### src/rtl/mips_alu_pkg.sv
// Shared MIPS ALU definitions: op codes, HI/LO interlock state and op-class helpers.
package mips_alu_pkg;

   localparam logic [5:0] OP_MULT  = 6'b011000;
   localparam logic [5:0] OP_MULTU = 6'b011001;
   localparam logic [5:0] OP_DIV   = 6'b011010;
   localparam logic [5:0] OP_DIVU  = 6'b011011;
   localparam logic [5:0] OP_MTHI  = 6'b010001;
   localparam logic [5:0] OP_MTLO  = 6'b010011;
   localparam logic [5:0] OP_MFHI  = 6'b010000;
   localparam logic [5:0] OP_MFLO  = 6'b010010;

   typedef enum logic [1:0] {
      IDLE  = 2'd0,
      ARMED = 2'd1,
      BUSY  = 2'd2
   } hilo_state_t;

   function automatic logic is_md(input logic [5:0] op);
      return (op == OP_MULT) || (op == OP_MULTU) || (op == OP_DIV) || (op == OP_DIVU);
   endfunction

   function automatic logic is_hilo(input logic [5:0] op);
      return is_md(op) || (op == OP_MTHI) || (op == OP_MTLO) ||
             (op == OP_MFHI) || (op == OP_MFLO);
   endfunction

endpackage

### src/rtl/hi_lo_register_unit.sv
// Architectural HI/LO register pair with the interlock that tracks a multiply/divide
// through the ALU stall window and holds off HI/LO accesses until the result lands.
module hi_lo_register_unit
   import mips_alu_pkg::*;
#(
   parameter int WIDTH    = 32,
   parameter int ARM_WAIT = 2
) (
   input  logic             clk,
   input  logic             reset,
   input  logic [5:0]       op,
   input  logic             op_valid,
   input  logic [WIDTH-1:0] mt_data,
   input  logic [WIDTH-1:0] alu_hi,
   input  logic [WIDTH-1:0] alu_lo,
   input  logic             alu_stall,
   output logic [WIDTH-1:0] hi,
   output logic [WIDTH-1:0] lo,
   output logic [WIDTH-1:0] mf_data,
   output logic             mf_valid,
   output logic             stall_out,
   output logic             busy
);

   localparam int CW = (ARM_WAIT > 1) ? $clog2(ARM_WAIT) : 1;
   localparam logic [CW-1:0] ARM_LAST = CW'(ARM_WAIT - 1);

   hilo_state_t      r_state;
   logic [CW-1:0]    r_count;
   logic [WIDTH-1:0] r_hi;
   logic [WIDTH-1:0] r_lo;
   logic [WIDTH-1:0] r_mfData;
   logic             r_mfValid;
   logic             w_stall;

   // Any HI/LO op arriving outside IDLE waits, including the completion cycle itself.
   assign w_stall = op_valid && (r_state != IDLE) && is_hilo(op);

   always_ff @(posedge clk or posedge reset) begin
      if (reset) begin
         r_state   <= IDLE;
         r_count   <= '0;
         r_hi      <= '0;
         r_lo      <= '0;
         r_mfData  <= '0;
         r_mfValid <= 1'b0;
      end else begin
         r_mfValid <= 1'b0;
         case (r_state)
            IDLE: begin
               if (op_valid) begin
                  if (is_md(op)) begin
                     r_state <= ARMED;
                     r_count <= '0;
                  end else begin
                     case (op)
                        OP_MTHI: r_hi <= mt_data;
                        OP_MTLO: r_lo <= mt_data;
                        OP_MFHI: begin
                           r_mfData  <= r_hi;
                           r_mfValid <= 1'b1;
                        end
                        OP_MFLO: begin
                           r_mfData  <= r_lo;
                           r_mfValid <= 1'b1;
                        end
                        default: ;
                     endcase
                  end
               end
            end
            // If the ALU never raises its stall, the result was ready immediately.
            ARMED: begin
               if (alu_stall) begin
                  r_state <= BUSY;
               end else if (r_count == ARM_LAST) begin
                  r_hi    <= alu_hi;
                  r_lo    <= alu_lo;
                  r_state <= IDLE;
               end else begin
                  r_count <= r_count + 1'b1;
               end
            end
            BUSY: begin
               if (!alu_stall) begin
                  r_hi    <= alu_hi;
                  r_lo    <= alu_lo;
                  r_state <= IDLE;
               end
            end
            default: r_state <= IDLE;
         endcase
      end
   end

   assign hi        = r_hi;
   assign lo        = r_lo;
   assign mf_data   = r_mfData;
   assign mf_valid  = r_mfValid;
   assign stall_out = w_stall;
   assign busy      = (r_state != IDLE);

endmodule

### config.mk
export PLATFORM = sky130hd
export DESIGN_NAME = hi_lo_register_unit
export DESIGN_NICKNAME = d
export VERILOG_FILES = /design/src/rtl/mips_alu_pkg.sv /design/src/rtl/hi_lo_register_unit.sv
export SDC_FILE = /design/constraint.sdc
export NUM_CORES = 1
export LEC_CHECK = 0
export BUFFER_PORTS_ARGS = -buffer_cell sky130_fd_sc_hd__buf_2
export CAP_MARGIN = 15
export CORE_ASPECT_RATIO = 1.1
export CORE_MARGIN = 5
export CORE_UTILIZATION = 48
export CTS_CLUSTER_DIAMETER = 100
export DETAILED_ROUTE_END_ITERATION = 10
export GPL_TIMING_DRIVEN = 0
export PLACE_DENSITY = 0.84
export RECOVER_POWER = 100
export SLEW_MARGIN = 20
export SYNTH_ARGS = -nofsm -noshare
export SYNTH_HDL_FRONTEND = slang
export SYNTH_SLANG_ARGS = --single-unit
### constraint.sdc
create_clock -name clk -period 3.65 [get_ports clk]
set_input_delay 0.365 -clock clk [delete_from_list [all_inputs] [get_ports clk]]
set_output_delay 0.365 -clock clk [all_outputs]
set_load 0.03 [all_outputs]
=== Yosys cells after proc, flatten, opt, wreduce, memory -nomap -nowiden ===
Cells that the tools add are included.

* Register bits after elaboration: 100
* Input bits: 106
* Output and inout bits: 99

* $add $sub $neg: 1
* Eq/ne operators: 19
* Muxes and demuxes: 30
* Bitwise gates (word level): 1
* Reduce and logical (&&, ||, !) cells: 20

{| class="wikitable"
|+ Operators by type and width
! cell !! number
|-
| two-way mux 32 bit || 12
|-
| case mux 32 bit (3 select lines) || 2
|-
| case mux 32 bit (2 select lines) || 1
|-
| equality test 6 x 5 -> 1 bit (second input constant) || 8
|-
| != test 2 bit (second input constant) || 8
|-
| AND reduction 7 bit || 2
|-
| AND reduction 4 bit || 3
|-
| two-way mux 2 bit || 5
|-
| two-way mux 1 bit || 8
|-
| logical OR 1 bit || 7
|-
| case mux 2 bit (3 select lines) || 1
|-
| nonzero test 2 bit || 3
|-
| != test 3 bit (second input constant) || 1
|-
| nonzero test 3 bit || 1
|-
| equality test 2 x 1 -> 1 bit (second input constant) || 1
|-
| equality test 2 bit (second input constant) || 1
|-
| logical AND 1 bit || 2
|-
| logical NOT 2 bit || 1
|-
| case mux 1 bit (2 select lines) || 1
|-
| OR reduction 2 bit || 1
|-
| adder 1 bit (second input constant) || 1
|-
| NOT 1 bit || 1
|}

=== Depth between registers and ports, before layout ===
Gate-level depths: netlist of run 1.

* Word-level depth: 9
* Gate-level depth with buffers: 9
* Mapped depth without buffers: 6

=== Worst setup path before layout of run 1 ===
Ideal clock, no wire load.

* Kind: register to register
* Start: register r_state[0]
* End: register r_hi[0], in the netlist hi[0]
* Data arrival time: 1.871 ns
* Required time: 3.500 ns
* Setup slack: 1.630 ns
* Stages on the path, launching flop included: 9
* Period minus slack after synthesis: 2.020 ns
* Path through: dfrtp_1 -> inv_1 -> ha_1 -> clkbuf_1 -> mux2i_1 -> a221oi_1 -> clkbuf_1 -> clkbuf_1 -> a41oi_1

* Cells in the longest elaborated chain, start to end: 3
* Elaborated cells between the ends (all ways): 12
* Classes of those cells: eq/ne: 8; mux: 1; reduce/logical: 3

{| class="wikitable"
|+ Ends and longest elaborated chain
! element !! RTL line !! source
|-
| start: declaration || hi_lo_register_unit.sv:28 || <nowiki>hilo_state_t r_state;</nowiki>
|-
| start signal: assignment || hi_lo_register_unit.sv:41 || <nowiki>r_state <= IDLE;</nowiki>
|-
| start signal: assignment || hi_lo_register_unit.sv:53 || <nowiki>r_state <= ARMED;</nowiki>
|-
| start signal: assignment || hi_lo_register_unit.sv:75 || <nowiki>r_state <= BUSY;</nowiki>
|-
| equality test 2 x 1 -> 1 bit, or another cell as far along || hi_lo_register_unit.sv:49 || <nowiki>case (r_state)</nowiki>
|-
| != test 2 bit (no source line) / nonzero test 3 bit (equally long branches) || -- ||
|-
| AND reduction 7 bit (no source line) || -- ||
|-
| end signal: assignment || hi_lo_register_unit.sv:57 || <nowiki>OP_MTHI: r_hi <= mt_data;</nowiki>
|-
| end signal: assignment || hi_lo_register_unit.sv:77 || <nowiki>r_hi <= alu_hi;</nowiki>
|-
| end signal: assignment || hi_lo_register_unit.sv:86 || <nowiki>r_hi <= alu_hi;</nowiki>
|-
| end: declaration || hi_lo_register_unit.sv:30 || <nowiki>logic [WIDTH-1:0] r_hi;</nowiki>
|}

Parallel ways exist; a longest one is shown, timed or not.
A chain may end at the register's enable or synchronous reset.

=== Worst setup path after layout of run 1 ===
* Start: register r_state[1]
* End: register r_mfData[15], in the netlist mf_data[15]

* Cells in the longest elaborated chain, start to end: 2

{| class="wikitable"
|+ Ends and longest elaborated chain
! element !! RTL line !! source
|-
| logical NOT 2 bit || hi_lo_register_unit.sv:49 ||
|-
| AND reduction 4 bit (no source line) || -- ||
|-
| end signal: assignment || hi_lo_register_unit.sv:60 || <nowiki>r_mfData <= r_hi;</nowiki>
|-
| end signal: assignment || hi_lo_register_unit.sv:64 || <nowiki>r_mfData <= r_lo;</nowiki>
|-
| end: declaration || hi_lo_register_unit.sv:32 || <nowiki>logic [WIDTH-1:0] r_mfData;</nowiki>
|}

No other way between the ends.

==> results of run 1 <==
[state kept, by name, summed over array words and instances, names as in the netlist]
register,flops
lo,32
hi,32
r_state,2
r_count,1
mf_data,32
mf_valid,1
[critical path: cells and delay by family, from the launching register on]
family | cells | cell delay, ns
buffers and inverters | 5 | 1.70
DFF | 1 | 0.39
and+or+nand+nor | 1 | 0.36
AOI/OAI and AO/OA | 1 | 0.17
adders and majority gates | 1 | 0.15
[final timing paths]
kind / from / to / cells after the start
max: r_state[1] / mf_data[15] / 8
min: op[3] / r_count / 3
min reg2reg: mf_data[27] / mf_data[27] / 2
min in group asynchronous: reset / hi[17] / 2
max in group asynchronous: reset / mf_data[1] / 3
max reg2reg: r_state[1] / mf_data[15] / 8
[cell usage after synthesis, drive strengths merged]
cell type,number
clkbuf,23
a31oi,1
or2,1
ha,3
a41oi,64
nand4,1
a221o,1
mux2i,34
nand2,67
nor2,33
buf,27
or4b,1
a221oi,1
o21ai,3
dfrtp,100
inv,6
a21oi,98
and3,1
nor3b,2
o22a,1
nand2b,35
nor4,1
[power groups by stage]
stage	sequential [W]	combinational [W]	clock, W
after floorplan	0.00308	0.00167	0
after global placement	0.00206	0.00391	0
after detailed placement	0.00208	0.00399	0
after CTS	0.00208	0.00401	0.000957
after global routing	0.00217	0.00417	0.00101
final	0.00211	0.00387	0.000953
[per-stage QoR]
stage               total power [W]  hold slack, ns
finish                      0.00693           0.316
global route                0.00735           0.321
CTS                         0.00704          0.0567
global placement            0.00596           0.502
detailed placement          0.00608           0.420
floorplan                   0.00475           0.489
[cell families after synthesis]
family,count (synthesis)
flops,100
compound gates,169
fa+ha+maj,3
mux,34
simple gates,142
buf+inv,56
[layer usage]
layer,vias to the layer above,track usage
li1,2272,-
met1,2507,0.344
met2,329,0.469
met3,51,0.0619
met4,0,0.106
met5,-,0
[layout make-up]
type                            count  area [µm²]  share of cell area
Sequential cell                   100        2500               0.399
Clock buffer                       13         250              0.0399
Clock inverter                      2        35.0             0.00558
Timing Repair Buffer              205         902               0.144
Tap cell                          123         154              0.0245
Buffer                             50         265              0.0423
Multi-Input combinational cell    348        2140               0.342
Inverter                            6        23.8             0.00379
==> metrics.cfg, run 1 <==
[final_layout]
drive_above_1_share = 0.193
area_growth_syn_to_layout_pct = 26.8
num-nets-final = 829
design_area_mm2 = 0.00628
final_common_cell = clkbuf_1
fin_cells = 847
final_cell_mix = 133 x clkbuf_1, 119 x buf_2, 100 x dfrtp_1
final_util = 0.613
filler_cell_count = 919
num_antenna_cells = 0

[timing]
hold_viol_final = 0
fin_skew_ns = 0.00700
rsz0062_at_grt = no
max_freq_mhz = 342
relSlewSlack = -0.348
setup_violations = 0
min_period_ns = 2.93
final.setup.tns_ns = 0
worst_pin_slew_ns = 2.01
finalCritPeriodShare = 0.802
worst_slack_ns = 0.724
drv_slew = 47

[floorplan]
fp.coreArea_mm2 = 0.0102
die_h_um = 117
die_w_um = 107
rows = 39
start_util = 0.483
io_pins = 205
die_area_mm2 = 0.0125

[place]
dpl.hpwl_mm = 12.8
routabilityCongestion = 0.911
pre_cts_ws_ns = 0.841
dpl_cell_area_mm2 = 0.00616
numPortBuffers = 204
placed_cells = 832

[synthesis]
synth.avg_cell_area_um2 = 9.83
synthMuxAreaShare = 0.0687
synth_area_leaders = dfrtp_1 51%, a41oi_1 11%, a21oi_1 9.9%, mux2i_1 6.9%, nand2_1 5.1%
synth_top_family_by_area = compound AO/OA/AOI/OAI gates
yosys_register_bits = 100
syn_area_mm2 = 0.00495
synth-xor-area-share = 0
synthSimpleGateAreaFrac = 0.131
ys_warn_count = 0
synth.net_count = 613
synthAdderAreaFrac = 0.00758
ys_types = 27
synth_top_cell_area_share = 0.505
yosysSeqAreaShare = 0.505
synth_compound_area_frac = 0.227
yosysTopAreaCell = dfrtp_1
syn_inst = 504

[status]
outcome = finished, violations left
violations = max-capacitance violations, max-slew violations

[global_routing]
grt_usage = 0.275
grt_overflow = 0
grt_pass1_vias = 5165
antenna_found_initial = 0
grt_max_degree = 56
grt_pass1_wl_mm = 26.8

[critical_path]
critPathArrivalTime_ns = 3.11
path_class = reg -> reg
critPathMaxStageDelay_ns = 0.53
crit_top_cell = clkbuf_1
crit_chain = inv_1, ha_1, clkbuf_1, inv_1, nor4_1, clkbuf_1, clkbuf_1, a21oi_1
critical_path_required_ns = 3.84
crit_path_top_delay_cell = clkbuf_1
cp-start-kind = register
cp_max_fo = 10
rrSetupSlack_ns = 0.72
end_kind = register

[detailed_routing]
drc = 0
drt_iter0_drc = 552
wl_per_cell_um = 20.5
wl_met1_mm = 6.61
routed-wl-met3_mm = 1.50
wl_mm = 17.4
drt_first_pass_iters = 5
routed.top_layer = met4
vias = 5159
postRouteAntennaNets = 0
via_per_inst = 6.09
route.met2.wl_mm = 8.73

[clocking]
post_cts_buffers = 0
clock-sinks = 100
cts_tree = built
clock_latency_ns = 0.34
hold_buffers = 0
path_clk_slew_ns = 0.07
cts_root_buffer = clkbuf_16
cts_resized = 0
numCtsBuffers = 9
htreeDepth = 3
clockBufferDepth = 2

[pwr]
p_seq_frac = 0.304
p_comb_frac = 0.558
p_leak_nw = 2.85
peakVddDrop_uv = 508
clkPwrFrac = 0.137
powerDensity_mw_per_mm2 = 1100
p_switching_w = 0.00368
p_int_w = 0.00325
switching_share = 0.531

[hold_path]
min_path_type = in -> reg

[flow_run]
maxCapViolations = 1

No activity file was read; power rests on OpenSTA's default activity.
==> run 2: changes to the inputs <==
--- a/config.mk
+++ b/config.mk
@@ -5,15 +5,16 @@
 export SDC_FILE = /design/constraint.sdc
 export NUM_CORES = 1
 export LEC_CHECK = 0
+export ABC_AREA = 1
 export BUFFER_PORTS_ARGS = -buffer_cell sky130_fd_sc_hd__buf_2
 export CAP_MARGIN = 15
 export CORE_ASPECT_RATIO = 1.1
 export CORE_MARGIN = 5
-export CORE_UTILIZATION = 48
+export CORE_UTILIZATION = 50
 export CTS_CLUSTER_DIAMETER = 100
 export DETAILED_ROUTE_END_ITERATION = 10
 export GPL_TIMING_DRIVEN = 0
-export PLACE_DENSITY = 0.84
+export PLACE_DENSITY = 0.85
 export RECOVER_POWER = 100
 export SLEW_MARGIN = 20
 export SYNTH_ARGS = -nofsm -noshare
==> constraint.sdc (replaced) <==
create_clock -name clk -period 2.98 [get_ports clk]
set_input_delay 0.298 -clock clk [delete_from_list [all_inputs] [get_ports clk]]
set_output_delay 0.298 -clock clk [all_outputs]
set_load 0.03 [all_outputs]
==> run 2 against run 1 <==
Largest cell class unchanged. The run still ends with max-capacitance violations, max-slew violations left. Register-to-register slack lost 0.06 ns. Cell count grew 36%. Count of clock-buffer cells in the layout is the same. Clock skew shrank 0.0020 ns. Synthesized cell count grew 55%. Highest routed layer unchanged. First-iteration DRC count shrank 30%. Clock power grew 21%. Cell area grew 9.5%. Total power grew 21%. Utilization grew 2.1 points. Global-route usage shrank 0.29 points.
==> metrics.cfg, run 2 <==
[detailed_routing]
drc = 0
vias = 5867
wl_per_cell_um = 15.5
drt_first_pass_iters = 5
drt_iter0_drc = 387
via_per_inst = 5.11
wl_mm = 17.8
postRouteAntennaNets = 0

[synthesis]
synth-edff-count = 0
synth_common_cells = 402 x nand2_1, 100 x dfrtp_1, 73 x inv_1, 67 x nand3_1, 66 x nand4_1
yosysSeqAreaShare = 0.455
yosysTopAreaCell = dfrtp_1
syn_area_mm2 = 0.00550
ys_warn_count = 0
yosys_register_bits = 100
synth_top_cell_area_share = 0.455
synthArstFlopShare = 1.00
synth.most_common_cell = nand2_1
syn_inst = 782
synth.net_count = 891
ys_types = 22
synth.avg_cell_area_um2 = 7.03
synth_area_leaders = dfrtp_1 46%, nand2_1 27%, nand4_1 7.5%, nand3_1 6.1%, inv_1 5.0%
synth_flop_cell = dfrtp_1

[pwr]
p_switching_w = 0.00452
clkPwrFrac = 0.137
p_int_w = 0.00390
p_comb_frac = 0.582
peakVddDrop_uv = 549
powerDensity_mw_per_mm2 = 1220
p_total_w = 0.00842
switching_share = 0.537
p_seq_frac = 0.281
p_leak_nw = 3.97

[floorplan]
die_h_um = 120
die_area_mm2 = 0.0132
start_util = 0.506
fp.coreArea_mm2 = 0.0109
rows = 40
io_pins = 205
die_w_um = 110

[critical_path]
cp-start-kind = register
path_class = reg -> reg
end_kind = register
critPathMaxStageDelay_ns = 0.48
critical_path_required_ns = 3.21
crit_top_cell = inv_1
critPathArrivalTime_ns = 2.55
critPathBufInv = 4
cp_max_fo = 10
crit_path_top_delay_cell = nor2_1
crit_chain = inv_1, ha_1, inv_1, nor2_1, inv_1, clkbuf_1, nand2_1, nand2_1
rrSetupSlack_ns = 0.66
cpLargestDelayFamily = buffers and inverters

[timing]
finalCritPeriodShare = 0.778
final.setup.tns_ns = 0
hold_viol_final = 0
max_freq_mhz = 431
drv_slew = 52
setup_violations = 0
min_period_ns = 2.32
rsz0062_at_grt = no
fin_skew_ns = 0.00502
relSlewSlack = -0.355
worst_pin_slew_ns = 2.03

[global_routing]
grt_overflow = 0
grt_usage = 0.272
grt_max_degree = 53
grt_pass1_wl_mm = 27.8
grt_pass1_vias = 5478
antenna_found_initial = 0

[status]
violations = max-capacitance violations, max-slew violations
outcome = finished, violations left

[final_layout]
filler_cell_count = 1058
final_common_cell = nand2_1
num_antenna_cells = 0
num-nets-final = 1107
area_growth_syn_to_layout_pct = 25.1
drive_above_1_share = 0.154
final_cell_mix = 402 x nand2_1, 123 x clkbuf_1, 119 x buf_2
final_util = 0.633

[clocking]
clock-sinks = 100
cts_tree = built
clockBufferDepth = 2
numCtsBuffers = 9
post_cts_buffers = 0
clock_latency_ns = 0.34
cts_root_buffer = clkbuf_16
cts_resized = 0
path_clk_slew_ns = 0.06
hold_buffers = 0
htreeDepth = 3

[flow_run]
maxCapViolations = 1

[place]
dpl.hpwl_mm = 13.4
numPortBuffers = 204
routabilityCongestion = 0.878

[hold_path]
min_path_type = in -> reg

-- run 2: routing by layer --
metal,vias up,global-route usage,wire length (µm)
met5,-,0,0
met4,0,0.0959,267
met3,22,0.0425,1370
met2,264,0.459,9090
met1,2693,0.351,7100
li1,2888,-,-
-- run 2: cells by family (layout without fill, tap and decap cells) --
kind of cell	count (synthesis)	after routing	synth area share
compound gates	3	3	0.00273
fa+ha+maj	3	3	0.00683
buf+inv	128	348	0.106
flops	100	100	0.455
simple gates	548	548	0.429
-- run 2: metrics by stage --
stage | setup WS, ns | instance area [µm²] | hold WS [ns] | instances
4_1_cts | 0.894 | 7020 | 0.00670 | 1149
3_5_place_dp | 0.916 | 6730 | 0.368 | 1134
5_1_grt | 0.407 | 6880 | 0.280 | 1149
6_report | 0.661 | 6880 | 0.281 | 1149
2_1_floorplan | 0.0632 | 5500 | 0.470 | 782
3_3_place_gp | -1.09 | 6700 | 0.457 | 1133
-- run 2: path summary, 6_finish.rpt --
| path | cells past startpoint | endpoint | startpoint |
|---|---|---|---|
| worst min-delay path | 3 | r_state[1] | alu_stall |
| min in group asynchronous | 2 | mf_data[28] | reset |
| worst max-delay path | 8 | mf_data[15] | r_state[0] |
| worst min register to register | 2 | mf_data[23] | mf_data[23] |
| worst max register to register | 8 | mf_data[15] | r_state[0] |
| max in group asynchronous | 2 | mf_data[13] | reset |
-- run 2: area by class of cell --
| class | count | area, µm² | share of cell area |
|---|---|---|---|
| Sequential cell | 100 | 2500 | 0.364 |
| Inverter | 77 | 289 | 0.0420 |
| Timing Repair Buffer | 205 | 925 | 0.134 |
| Clock inverter | 2 | 35.0 | 0.00509 |
| Buffer | 51 | 288 | 0.0418 |
| Tap cell | 147 | 184 | 0.0267 |
| Multi-Input combinational cell | 554 | 2400 | 0.350 |
| Clock buffer | 13 | 250 | 0.0364 |
-- run 2: power by group through the flow --
| stage | Combinational (W) | Clock, W | Sequential (W) |
|---|---|---|---|
| floorplan | 0.00246 | 0 | 0.00334 |
| global placement | 0.00495 | 0 | 0.00234 |
| detailed placement | 0.00503 | 0 | 0.00235 |
| CTS | 0.00505 | 0.00116 | 0.00233 |
| global route | 0.00536 | 0.00121 | 0.00243 |
| finish | 0.00490 | 0.00115 | 0.00236 |
-- run 2: worst reg2reg max path: stages, from the launching register on --
cell      delay [ns]
dfrtp_1         0.40
inv_1           0.09
ha_1            0.23
inv_1           0.16
nor2_1          0.48
inv_1           0.27
clkbuf_1        0.35
nand2_1         0.16
nand2_1         0.07
==> run 3: changes to the inputs <==
==> constraint.sdc (replaced) <==
create_clock -name clk -period 2.2 [get_ports clk]
set_input_delay 0.22 -clock clk [delete_from_list [all_inputs] [get_ports clk]]
set_output_delay 0.22 -clock clk [all_outputs]
set_load 0.03 [all_outputs]
==> run 3 against run 2 <==
Via count is 0.36% higher. The run now ends clean. Combinational power increased by 36%. Utilization rose by 0.29 points. Non-clock buffer count rose by 3. Cell count up 0.26%. Worst setup slack worse by 0.49 ns. Total power is 36% higher. Sequential power rose by 36%. Routed wire length is 1.7% higher.
==> metrics.cfg, run 3 (synthesized netlist as in run 2, its figures left out) <==
[global_routing]
grt_overflow = 0
grt_pass1_vias = 5818
grt_usage = 0.276
grt_pass1_wl_mm = 28.3
grt_max_degree = 34
antenna_found_initial = 0

[clocking]
clock-sinks = 100
htreeDepth = 3
cts_tree = built
cts_root_buffer = clkbuf_16
numCtsBuffers = 9
clockBufferDepth = 2
path_clk_slew_ns = 0.07
clock_latency_ns = 0.34

[detailed_routing]
vias = 5888
drt_first_pass_iters = 5
postRouteAntennaNets = 0
drt_iter0_drc = 395
wl_mm = 18.1
drc = 0
via_per_inst = 5.11
wl_per_cell_um = 15.7

[place]
routabilityCongestion = 0.938
pre_cts_ws_ns = 0.163
numPortBuffers = 204
dpl.hpwl_mm = 13.6

[floorplan]
fp.coreArea_mm2 = 0.0109
rows = 40
die_h_um = 120
start_util = 0.506
die_w_um = 110
io_pins = 205
die_area_mm2 = 0.0132

[critical_path]
r2r-start = r_state[0]
worstRegToRegCells = 8
rrSetupSlack_ns = 0.17
r2r-end = mf_data[29]
critPathArrivalTime_ns = 2.26
path_class = reg -> reg
cpLargestDelayFamily = simple AND/OR/NAND/NOR gates
critPathBufInv = 4
cp-start-kind = register
cp_max_fo = 10
critPathMaxStageDelay_ns = 0.49
crit_chain = inv_1, ha_1, inv_2, nor2_1, inv_2, clkbuf_2, nand2_1, nand2_1
crit_path_top_delay_cell = nor2_1
critical_path_required_ns = 2.43
startpoint = r_state[0]
end_kind = register

[hold_path]
min_to = r_state[1]
worstHoldStart = alu_stall
min_path_type = in -> reg
min_delay_path_depth = 3

[final_layout]
drive_above_1_share = 0.167
num_antenna_cells = 0
area_growth_syn_to_layout_pct = 25.7
num-nets-final = 1110
final_cell_mix = 402 x nand2_1, 123 x buf_2, 111 x clkbuf_1
final_util = 0.636
final_common_cell = nand2_1

[timing]
finalCritPeriodShare = 0.924
worst_slack_ns = 0.167
drv_slew = 0
fin_skew_ns = 0.00460
setup_violations = 0
max_freq_mhz = 492
min_period_ns = 2.03
final.setup.tns_ns = 0
hold_viol_final = 0
relSlewSlack = 0.369
rsz0062_at_grt = no
worst_pin_slew_ns = 0.941

[pwr]
p_total_w = 0.0114
p_leak_nw = 4.00
peakVddDrop_uv = 802
powerDensity_mw_per_mm2 = 1660

[flow_run]
maxCapViolations = 0

[status]
outcome = finished, final reports clean

[run 3: cell types whose count changed in the layout (fill, tap and decap cells not counted), moves of 2 or more]
cell      before  now
buf_2        119  123
clkinv_2       1    3
clkbuf_2       0    6
clkbuf_1     123  111
buf_4          7    5
inv_2          2    4
inv_1         75   72
buf_1          2    4
[run 3: power by group]
part / total, W / internal, W / switching (W)
registers: 0.00321 / 0.00261 / 0.000595
clock network: 0.00158 / 0.000901 / 0.000680
logic: 0.00665 / 0.00175 / 0.00490
[run 3: worst max-delay path by stage]
stage                             end  slack, ns  cells past startpoint
after floorplan             stall_out       0.16                      5
after global placement    mf_data[14]       0.12                      2
after detailed placement        lo[6]       0.16                      8
after CTS                       lo[6]       0.13                      8
after global routing            hi[3]      0.006                      9
final                     mf_data[29]       0.17                      8
[run 3: metrics by stage]
step,std cells,instance area [µm²],hold WS (ns)
6_report,1152,6910,0.205
5_1_grt,1152,6910,0.245
3_3_place_gp,1133,6710,0.458
2_1_floorplan,782,5500,0.392
3_5_place_dp,1136,6770,0.278
4_1_cts,1152,7070,0.195
[run 3: tightest hold or removal path: cells and delay by family]
kind	cells	cell delay, ns
buffers and inverters	1	0.11
AO/OA/AOI/OAI	1	0.09
AND/OR/NAND/NOR	1	0.07
[run 3: cell type report]
| cell class | count | area [µm²] |
|---|---|---|
| well taps | 147 | 184 |
| fillers | 1081 | 3950 |
| repair buffers | 208 | 946 |
| multi-input cells | 554 | 2400 |
| clock inverters | 5 | 52.6 |
| plain buffers | 51 | 293 |
| flip-flops and latches | 100 | 2500 |
| inverters | 77 | 290 |
| clock buffers | 10 | 239 |
[run 3: per-layer routing]
metal  up-vias  routed length, µm  GRT usage  share of wire
met5         -                  0          0              0
met4         0                604      0.139          0.033
met3        51               1300     0.0377          0.072
met2       271               9060      0.465           0.50
met1      2666               7170      0.339           0.40
li1       2900                  -          -              -
[run 3: timing repair]
| action | 4_1_cts | 5_1_grt |
|---|---|---|
| endpoints found under the setup margin | 0 | 4 |
| endpoints found under the hold margin | 18 | 0 |
| resized for setup | 0 | 1 |
| setup buffers | 0 | 0 |
| hold buffers | 1 | 0 |
